===== src/rtl/sumador_segmentado_if.sv =====
// Valid/ready bundle for the pipelined adder/subtractor.
interface sumador_segmentado_if #(
  parameter int WIDTH = 32
);
  logic             in_valid;
  logic             in_ready;
  logic [WIDTH-1:0] a;
  logic [WIDTH-1:0] b;
  logic             sub;
  logic             out_valid;
  logic             out_ready;
  logic [WIDTH-1:0] result;
  logic             carry;
  logic             overflow;
  logic             zero;

  modport master (
    output in_valid, a, b, sub, out_ready,
    input  in_ready, out_valid, result,
    input  carry, overflow, zero
  );

  modport slave (
    input  in_valid, a, b, sub, out_ready,
    output in_ready, out_valid, result,
    output carry, overflow, zero
  );
endinterface


===== src/rtl/sumador_segmentado.sv =====
// Pipelined adder/subtractor, one WIDTH/STAGES slice per stage.
// Define SUMADOR_SAT_EN to saturate the result on signed overflow.
module sumador_segmentado #(
  parameter int WIDTH  = 32,
  parameter int STAGES = 2
) (
  input  logic                clk,
  input  logic                reset,
  sumador_segmentado_if.slave bus
);
  localparam int SW = WIDTH / STAGES;
  localparam int L  = STAGES - 1;

  typedef logic [WIDTH-1:0] word_t;

  word_t             a_q [STAGES];
  word_t             b_q [STAGES];
  word_t             r_q [STAGES];
  logic [STAGES-1:0] c_q;
  logic [STAGES-1:0] v_q;
  logic              ovf_q;

  word_t             ac [STAGES];
  word_t             bc [STAGES];
  word_t             rc [STAGES];
  word_t             rn [STAGES];
  logic [STAGES-1:0] ci;
  logic [SW:0]       s [STAGES];

  logic  adv;
  logic  cmsb;
  logic  ovf;
  word_t fin;

  // Whole pipe moves together; it only freezes when the output is blocked.
  assign adv          = !v_q[L] || bus.out_ready;
  assign bus.in_ready = adv;

  // Operands shift right one slice per stage; the result fills from the top.
  always_comb begin
    ac[0] = bus.a;
    bc[0] = bus.sub ? ~bus.b : bus.b;
    ci[0] = bus.sub;
    rc[0] = '0;
    for (int k = 1; k < STAGES; k++) begin
      ac[k] = a_q[k-1];
      bc[k] = b_q[k-1];
      ci[k] = c_q[k-1];
      rc[k] = r_q[k-1];
    end
    for (int k = 0; k < STAGES; k++) begin
      s[k] = {1'b0, ac[k][SW-1:0]}
           + {1'b0, bc[k][SW-1:0]}
           + (SW+1)'(ci[k]);
      rn[k] = (rc[k] >> SW)
            | (word_t'(s[k][SW-1:0]) << (WIDTH - SW));
    end
  end

  assign cmsb = ac[L][SW-1] ^ bc[L][SW-1] ^ s[L][SW-1];
  assign ovf  = s[L][SW] ^ cmsb;

`ifdef SUMADOR_SAT_EN
  always_comb begin
    fin = rn[L];
    if (ovf) begin
      fin = ac[L][SW-1] ? {1'b1, {(WIDTH-1){1'b0}}}
                        : {1'b0, {(WIDTH-1){1'b1}}};
    end
  end
`else
  assign fin = rn[L];
`endif

  always_ff @(posedge clk) begin
    if (reset) begin
      for (int k = 0; k < STAGES; k++) begin
        a_q[k] <= '0;
        b_q[k] <= '0;
        r_q[k] <= '0;
      end
      c_q   <= '0;
      v_q   <= '0;
      ovf_q <= 1'b0;
    end else if (adv) begin
      v_q[0] <= bus.in_valid;
      for (int k = 1; k < STAGES; k++) begin
        v_q[k] <= v_q[k-1];
      end
      for (int k = 0; k < STAGES; k++) begin
        a_q[k] <= ac[k] >> SW;
        b_q[k] <= bc[k] >> SW;
        r_q[k] <= (k == L) ? fin : rn[k];
        c_q[k] <= s[k][SW];
      end
      ovf_q <= ovf;
    end
  end

  assign bus.out_valid = v_q[L];
  assign bus.result    = r_q[L];
  assign bus.carry     = c_q[L];
  assign bus.overflow  = ovf_q;
  assign bus.zero      = (r_q[L] == '0);
endmodule


===== src/flat_wrapper.sv =====
// flat-port wrapper written by rule: the top's interface ports become plain ports
module sumador_segmentado_flat 
#(
  parameter int WIDTH  = 32,
  parameter int STAGES = 2
)
  (clk, reset, bus_in_valid, bus_a, bus_b, bus_sub, bus_out_ready, bus_in_ready, bus_out_valid, bus_result, bus_carry, bus_overflow, bus_zero);
  sumador_segmentado_if #(.WIDTH(WIDTH)) bus_i ();
  input  logic clk;
  input  logic reset;
  input wire logic [$bits(bus_i.in_valid)-1:0] bus_in_valid;
  input wire logic [$bits(bus_i.a)-1:0] bus_a;
  input wire logic [$bits(bus_i.b)-1:0] bus_b;
  input wire logic [$bits(bus_i.sub)-1:0] bus_sub;
  input wire logic [$bits(bus_i.out_ready)-1:0] bus_out_ready;
  output wire logic [$bits(bus_i.in_ready)-1:0] bus_in_ready;
  output wire logic [$bits(bus_i.out_valid)-1:0] bus_out_valid;
  output wire logic [$bits(bus_i.result)-1:0] bus_result;
  output wire logic [$bits(bus_i.carry)-1:0] bus_carry;
  output wire logic [$bits(bus_i.overflow)-1:0] bus_overflow;
  output wire logic [$bits(bus_i.zero)-1:0] bus_zero;
  assign bus_i.in_valid = bus_in_valid;
  assign bus_i.a = bus_a;
  assign bus_i.b = bus_b;
  assign bus_i.sub = bus_sub;
  assign bus_i.out_ready = bus_out_ready;
  assign bus_in_ready = bus_i.in_ready;
  assign bus_out_valid = bus_i.out_valid;
  assign bus_result = bus_i.result;
  assign bus_carry = bus_i.carry;
  assign bus_overflow = bus_i.overflow;
  assign bus_zero = bus_i.zero;
  sumador_segmentado #(.WIDTH(WIDTH), .STAGES(STAGES)) u_core (.clk(clk), .reset(reset), .bus(bus_i));
endmodule

===== config.mk =====
export PLATFORM = sky130hd
export DESIGN_NAME = sumador_segmentado_flat
export DESIGN_NICKNAME = d
export VERILOG_FILES = /design/src/rtl/sumador_segmentado_if.sv /design/src/rtl/sumador_segmentado.sv /design/src/flat_wrapper.sv
export SDC_FILE = /design/constraint.sdc
export NUM_CORES = 1
export LEC_CHECK = 0
export CAP_MARGIN = 40
export CORE_ASPECT_RATIO = 1.75
export CORE_MARGIN = 1
export CORE_UTILIZATION = 45
export CTS_CLUSTER_SIZE = 14
export DETAILED_ROUTE_END_ITERATION = 8
export PLACE_DENSITY = 0.82
export RECOVER_POWER = 25
export SYNTH_ARGS = -nofsm -noshare
export SYNTH_HDL_FRONTEND = slang
export SYNTH_SLANG_ARGS = --single-unit

===== constraint.sdc =====
create_clock -name clk -period 7.65 [get_ports clk]
set_clock_uncertainty 0.1 [all_clocks]
set_input_delay 1.53 -clock clk [delete_from_list [all_inputs] [get_ports clk]]
set_output_delay 1.53 -clock clk [all_outputs]
set_load 0.03 [all_outputs]

==> Word level (Yosys, flattened, before mapping) <==
Memories as Yosys holds them, arrays and structs flattened.
Index checks and enable logic that the tools add are counted.
{ "op_classes": {"n_addsub": 4, "mux": 12, "bitwise": 11, "reduce_logical": 3} }
{ "op_table": {"columns": ["operator", "count"], "rows": [
  ["2-to-1 mux 32 bit", 3],
  ["2-to-1 mux 16 bit", 4],
  ["adder 16 x 16 -> 17 bit", 2],
  ["adder 17 x 1 -> 17 bit", 2],
  ["zero test 32 bit", 1],
  ["inverter 32 bit", 1],
  ["bitwise OR 16 x 32 -> 32 bit", 1],
  ["bitwise OR 1 bit", 6],
  ["2-to-1 mux 1 bit", 5],
  ["XOR 1 bit", 3],
  ["zero test 1 bit", 1],
  ["logical OR 1 bit", 1]
]} }
{ "totals": {"reg_bits": 5, "mem_bits_rw": 128, "inputBits": 69, "output_inout_bits": 37, "elab_cells": 36, "n_memories": 3} }
{ "memory_table": {"columns": ["name", "depth", "width", "rd", "rd_clocked_by_memory_dff", "wr", "line", "source"], "rows": [
  ["u_core.r_q", 2, 32, 2, 0, 2, "sumador_segmentado.sv:18", "word_t r_q [STAGES];"],
  ["u_core.a_q", 2, 16, 1, 0, 2, "sumador_segmentado.sv:16", "word_t a_q [STAGES];"],
  ["u_core.b_q", 2, 16, 1, 0, 2, "sumador_segmentado.sv:17", "word_t b_q [STAGES];"]
]} }

==> Logic depth before layout (Yosys ltp) <==
Gate-level depths: netlist of the first run.
{ "logic_depth": {"word_depth": 6, "ltp_mapped": 11, "depth_no_buf": 10} }

==> Worst setup path before layout of the first run <==
No wires, ideal clock.
{ "synth_path": {"path_kind": "input-to-reg", "start": "input port bus_sub", "end": "memory u_core.r_q[0][26] in the netlist's numbering, data pin", "setup_time_ns": 0.269, "arrival_ns": 4.002, "t_required_ns": 7.281, "setup_slack_ns": 3.279, "cell_stages": 11, "n_path_buf": 2, "path_cell_list": "clkbuf_1 -> buf_1 -> xor2_1 -> ha_1 -> nor2b_4 -> o31a_1 -> or4_1 -> a21oi_2 -> nor2_1 -> a2111oi_2 -> nor3_1"} }
{ "synth_rtl": {"columns": ["item", "line", "source"], "rows": [
  ["start: declaration", "flat_wrapper.sv:14", "input wire logic [$bits(bus_i.sub)-1:0] bus_sub;"],
  ["end: declaration", "sumador_segmentado.sv:18", null]
]} }

==> Final worst setup path of the first run <==
{ "layout_path": {"start": "input port bus_out_ready", "end": "output port bus_in_ready"} }
{ "layout_between": {"elab_chain_cells": 1} }
{ "layout_rtl": {"columns": ["item", "line", "source"], "rows": [
  ["start: declaration", "flat_wrapper.sv:15", "input wire logic [$bits(bus_i.out_ready)-1:0] bus_out_ready;"],
  ["logical OR 1 bit", "sumador_segmentado.sv:36", "assign adv = !v_q[L] || bus.out_ready;"],
  ["end: declaration", "flat_wrapper.sv:16", "output wire logic [$bits(bus_i.in_ready)-1:0] bus_in_ready;"]
]} }
Every way passes these cells.

==> results of run 1 <==
-- Yosys cell counts, types with 6 or more instances --
cell type  count  area, µm²
nor3_1         6      30.03
nor2_1        53      198.9
nand2b_1       6      37.54
clkbuf_1       7      26.28
o21ai_0       13      65.06
nand2_1       15      56.30
edfxtp_1      80       2402
nor4_1         9      56.30
nand3_1        6      30.03
xnor2_1       24      210.2
a21o_1        11      82.58
ha_1          30      375.4
and2_1        35      219.0
inv_1          9      33.78
nand4_1        7      43.79
a21oi_1       25      125.1
xor2_1        28      245.2
-- worst max-delay path, stage by stage --
cell	delay (ps)
dlygate4sd3_1	530
nor2b_1	560
inv_1	230
clkdlybuf4s50_1	650
-- through the flow --
stage               cells  utilization  total power (W)  cell area, µm²  setup WS (ps)
finish                665       0.6060         0.001319            6279           2514
floorplan             429            -        0.0008303            4818           3279
global placement      647       0.5775        0.0009494            5983           2776
global route          665       0.6060         0.001382            6279           2399
detailed placement    649       0.5813        0.0009618            6023           2680
CTS                   665       0.6063         0.001337            6282           2670
-- per-layer routing --
layer / track usage / vias to the layer above
met5: 0 / -
met4: 0.08835 / 0
met3: 0.03355 / 22
met2: 0.3342 / 114
met1: 0.2028 / 1633
li1: - / 1757
-- sequential cells by signal (all words and copies together), names as in the netlist --
signal,cells
u_core.b_q,16
u_core.v_q,2
u_core.bus.overflow,1
u_core.a_q,16
u_core.r_q,48
u_core.c_q,2
-- kinds of logic after synthesis --
logic type,synth area share
compound gates,0.1023
xor+xnor,0.09452
fa+ha+maj,0.09037
buf+inv,0.02052
flops,0.5193
mux,0.006232
simple gates,0.1667
-- report_power, final --
| group | internal (W) | switching (W) | total [W] |
|---|---|---|---|
| clock | 0.000216 | 0.000161 | 0.000377 |
| sequential | 0.000573 | 0.0000224 | 0.000596 |
| combinational | 0.000157 | 0.000189 | 0.000347 |
| total | 0.000946 | 0.000373 | 0.00132 |
-- cell type report --
type / instances / area share
clock inverters: 6 / 0.004783
inverters: 9 / 0.005381
clock buffers: 10 / 0.03647
well taps: 127 / 0.02531
flip-flops and latches: 85 / 0.3986
multi-input cells: 319 / 0.3547
repair buffers: 109 / 0.1748
-- worst max-delay path by stage --
| stage | to | slack [ps] | depth (start not counted) |
|---|---|---|---|
| after floorplan | u_core.r_q[0][26] | 3280 | 11 |
| after global placement | bus_in_ready | 2780 | 4 |
| after detailed placement | bus_in_ready | 2680 | 4 |
| after CTS | bus_in_ready | 2670 | 4 |
| after global routing | bus_in_ready | 2400 | 4 |
| final | bus_in_ready | 2510 | 4 |
==> results_dict.tcl, run 1 <==
set metrics [dict create \
    synth_nets 531 \
    power.leakage_nw 2.644 \
    postCtsHoldBufs 0 \
    routed_via_density 5.302 \
    grt.overflow.total 0 \
    drt-pass1-iter-count 4 \
    clock_sinks 85 \
    crit_path_end_kind "output pin" \
    cts_buffers 9 \
    crit_arrival_ps 3510 \
    synthCells 429 \
    yosys_warnings 0 \
    antenna_found_initial 0 \
    fmax_mhz 194.7 \
    multi_input_area_um2 2227 \
    wire_per_inst_um 14.42 \
    reg2reg_depth 9 \
    ys_dominant_reg_cell "edfxtp_1" \
    syn_area_um2 4818 \
    crit_path_start_kind "primary input" \
    pin_count 106 \
    vias 3526 \
    final-hold-violation-count 0 \
    m1WireLength_mm 3.754 \
    fp.dieW_um 80.22 \
    grt_pass1_wl_mm 15.90 \
    highest_layer "met4" \
    cts-root-buf "clkbuf_16" \
    syn_avg_cell_area_um2 11.23 \
    r2r_slack_ps 4540 \
    dieArea_um2 11140 \
    cts_max_path_buffers 2 \
    drive_gt1_frac 0.04089 \
    powerDensity_nw_per_um2 210.1 \
    rows 49 \
    yosys_register_bits 85 \
    gp_congestion 0.8765 \
    wl_met2_mm 5.113 \
    slew_viol_final 0 \
    core_um2 10360 \
    io_buffers 105 \
    critPathLaunch "bus_out_ready" \
    cts_tree "yes" \
    min_period_over_period 0.6714 \
    max-vdd-ir-drop_mv 0.1258 \
    crit_fanout 9 \
    drt_iter0_markers 253 \
    dieHeight_um 138.9 \
    final_cell_mix "edfxtp_1, clkdlybuf4s50_1, nor2_1, dlygate4sd3_1, and2_1" \
    area.sequential_um2 2502 \
    ant_nets 0 \
    grt_max_degree 51 \
    synth_edf_count 80 \
    clkSlewWorstSetupHoldPaths_ps 60 \
    wirelength_mm 9.591 \
    synthArstFlopShare 0 \
    worstReg2RegEnd "u_core.r_q[0][60]" \
    start_util 0.4650 \
    min_path_cells 2 \
    relSlewSlack 0.1093 \
    setup_tns_ps 0 \
    min_delay_worst_endpoint "u_core.c_q[1]" \
    diodes 0 \
    met3WireLength_um 406 \
    insertion_delay_ps 330 \
    worst_slew_pin_slew_ps 1336 \
    min_period_ps 5136 \
    final_common_cell "edfxtp_1" \
    timing.hold.ws_ps 364.8 \
    worstPathRequired_ps 6020 \
    synth_cell_types 51 \
    grt_pass1_vias 3555 \
    remaining_drc_errors 0 \
    areaGrowthSynthToFinish_pct 30.30 \
    cap_violations 0 \
    hold_path_class "reg2reg" \
    setup_viol 0 \
    cts.htree.levels 3 \
    r2r-start "u_core.b_q[0][0]" \
    post_cts_buffers 0 \
    synth_seq_area_share 0.5193 \
    fill_cells 820 \
    fin_nets 635 \
    rsz0062_at_grt "no" \
    grt_usage 0.1851 \
    run_status "complete, no violations" \
    dp_hpwl_mm 7.373 \
    critPathKind "in2out" \
    min_from "u_core.c_q[1]" \
    cts_resized 0 \
]
No activity file was read; power rests on OpenSTA's default activity.
==> inputs of run 2 (changes only) <==
--- a/config.mk
+++ b/config.mk
@@ -11,7 +11,7 @@
 export CORE_UTILIZATION = 45
 export CTS_CLUSTER_SIZE = 14
 export DETAILED_ROUTE_END_ITERATION = 8
-export PLACE_DENSITY = 0.82
+export PLACE_DENSITY = 0.85
 export RECOVER_POWER = 25
 export SYNTH_ARGS = -nofsm -noshare
 export SYNTH_HDL_FRONTEND = slang
==> constraint.sdc (replaced) <==
create_clock -name clk -period 4.6 [get_ports clk]
set_clock_uncertainty 0.1 [all_clocks]
set_input_delay 0.92 -clock clk [delete_from_list [all_inputs] [get_ports clk]]
set_output_delay 0.92 -clock clk [all_outputs]
set_load 0.03 [all_outputs]
==> run 2 against run 1 <==
Effect of this change:
- sequential cell count is the same
- global-route usage grew 0.52 points
- clock power grew 66%
- design area shrank 0.12%
- die area is the same
- worst setup slack lost 1600 ps
- first-iteration DRC count shrank 11%
- worst hold slack gained 7.3 ps
==> results_dict.tcl, run 2 (synthesized netlist as in run 1, its figures left out) <==
set metrics [dict create \
    dieHeight_um 138.9 \
    routed_via_density 5.287 \
    crit_path_end_kind "output pin" \
    io_buffers 105 \
    regMostFlops "u_core.r_q" \
    diodes 0 \
    instances_no_fill 666 \
    post_cts_buffers 0 \
    hold_path_class "reg2reg" \
    gp_congestion 0.9324 \
    setup_tns_ps 0 \
    top_regs "u_core.r_q: 48 flops, u_core.a_q: 16 flops, u_core.b_q: 16 flops" \
    remaining_drc_errors 0 \
    drive_gt1_frac 0.04082 \
    run_status "complete, no violations" \
    total_power_w 0.002201 \
    cts.htree.levels 3 \
    cts_resized 0 \
    min_period_ps 3735 \
    min_period_over_period 0.8120 \
    grt_max_degree 62 \
    pin_count 106 \
    met3WireLength_um 348 \
    crit_fanout 9 \
    start_util 0.4650 \
    cts-root-buf "clkbuf_16" \
    place_area_um2 6026 \
    final_cell_mix "clkdlybuf4s50_1, edfxtp_1, nor2_1, ha_1, xor2_1" \
    vias 3521 \
    fin_ws_ps 864.9 \
    clock_sinks 85 \
    grt_pass1_wl_mm 16.41 \
    grt.overflow.total 0 \
    rsz0062_at_grt "no" \
    drt-pass1-iter-count 4 \
    crit_arrival_ps 2720 \
    slew_viol_final 0 \
    fin_nets 636 \
    fmax_mhz 267.7 \
    wire_per_inst_um 14.74 \
    m1WireLength_mm 3.812 \
    insertion_delay_ps 330 \
    cts_buffers 9 \
    dp_hpwl_mm 7.570 \
    critPathKind "in2out" \
    wl_met2_mm 5.331 \
    final-hold-violation-count 0 \
    core_um2 10360 \
    power.leakage_nw 2.590 \
    grt_pass1_vias 3584 \
    wirelength_mm 9.817 \
    relSlewSlack 0.3100 \
    max-vdd-ir-drop_mv 0.2756 \
    cts_max_path_buffers 2 \
    antenna_found_initial 0 \
    cap_violations 0 \
    largest_reg_flops 48 \
    grt_usage 0.1903 \
    areaGrowthSynthToFinish_pct 30.15 \
    setup_viol 0 \
    placed_cells 650 \
    postCtsHoldBufs 0 \
    ant_nets 0 \
    worstPathRequired_ps 3580 \
    worst_slew_pin_slew_ps 1035 \
    drt_iter0_markers 225 \
    clkSlewWorstSetupHoldPaths_ps 60 \
    highest_layer "met4" \
    powerDensity_nw_per_um2 351.1 \
    rows 49 \
    crit_path_start_kind "primary input" \
    dieArea_um2 11140 \
    final_common_cell "clkdlybuf4s50_1" \
    design_area_um2 6271 \
    fp.dieW_um 80.22 \
    cts_tree "yes" \
    dp_slack_ps 700.6 \
]
run 2: changes by cell type in the layout (fill, tap and decap cells not counted), moves of 2 or more:
cell / before / now
and2_0: 2 / 9
and2_1: 33 / 26
buf_12: 2 / 0
buf_4: 1 / 3
clkdlybuf4s50_1: 68 / 87
dlygate4sd3_1: 36 / 17
run 2: metrics by stage:
stage | hold WS (ps) | util
after CTS | 369.3 | 0.6066
after floorplan | 326.2 | -
after detailed placement | 363.0 | 0.5816
after global routing | 393.6 | 0.6052
after global placement | 338.5 | 0.5789
final | 372.1 | 0.6052
run 2: power by group:
group | internal (W) | switching (W) | total [W]
clock network | 0.000358 | 0.000265 | 0.000624
logic | 0.000268 | 0.000317 | 0.000585
registers | 0.000954 | 0.0000389 | 0.000993
total | 0.00158 | 0.000621 | 0.00220
run 2: final timing paths:
path,from,end,slack (ps),depth (start not counted)
min,u_core.c_q[1],u_core.c_q[1],370,2
max,bus_out_ready,bus_in_ready,860,5
max reg2reg,u_core.b_q[0][0],u_core.r_q[0][60],1510,9
min reg2reg,u_core.c_q[1],u_core.c_q[1],370,2
run 2: worst max-delay path, cell delays in order:
cell and delay (ps):
dlygate4sd3_1 540, nor2b_1 120, clkbuf_1 320, inv_1 190, clkdlybuf4s50_1 630
run 2: cell type report:
type | count | area, µm²
flip-flops and latches | 85 | 2502
fillers | 842 | 4090
clock inverters | 6 | 30.03
repair buffers | 110 | 1100
well taps | 127 | 158.9
clock buffers | 10 | 229.0
inverters | 9 | 33.78
multi-input cells | 319 | 2217
run 2: routing by layer:
metal / vias up / GRT usage
met4: 0 / 0.09117
met5: - / 0
met3: 22 / 0.03092
li1: 1761 / -
met1: 1630 / 0.2175
met2: 108 / 0.3365
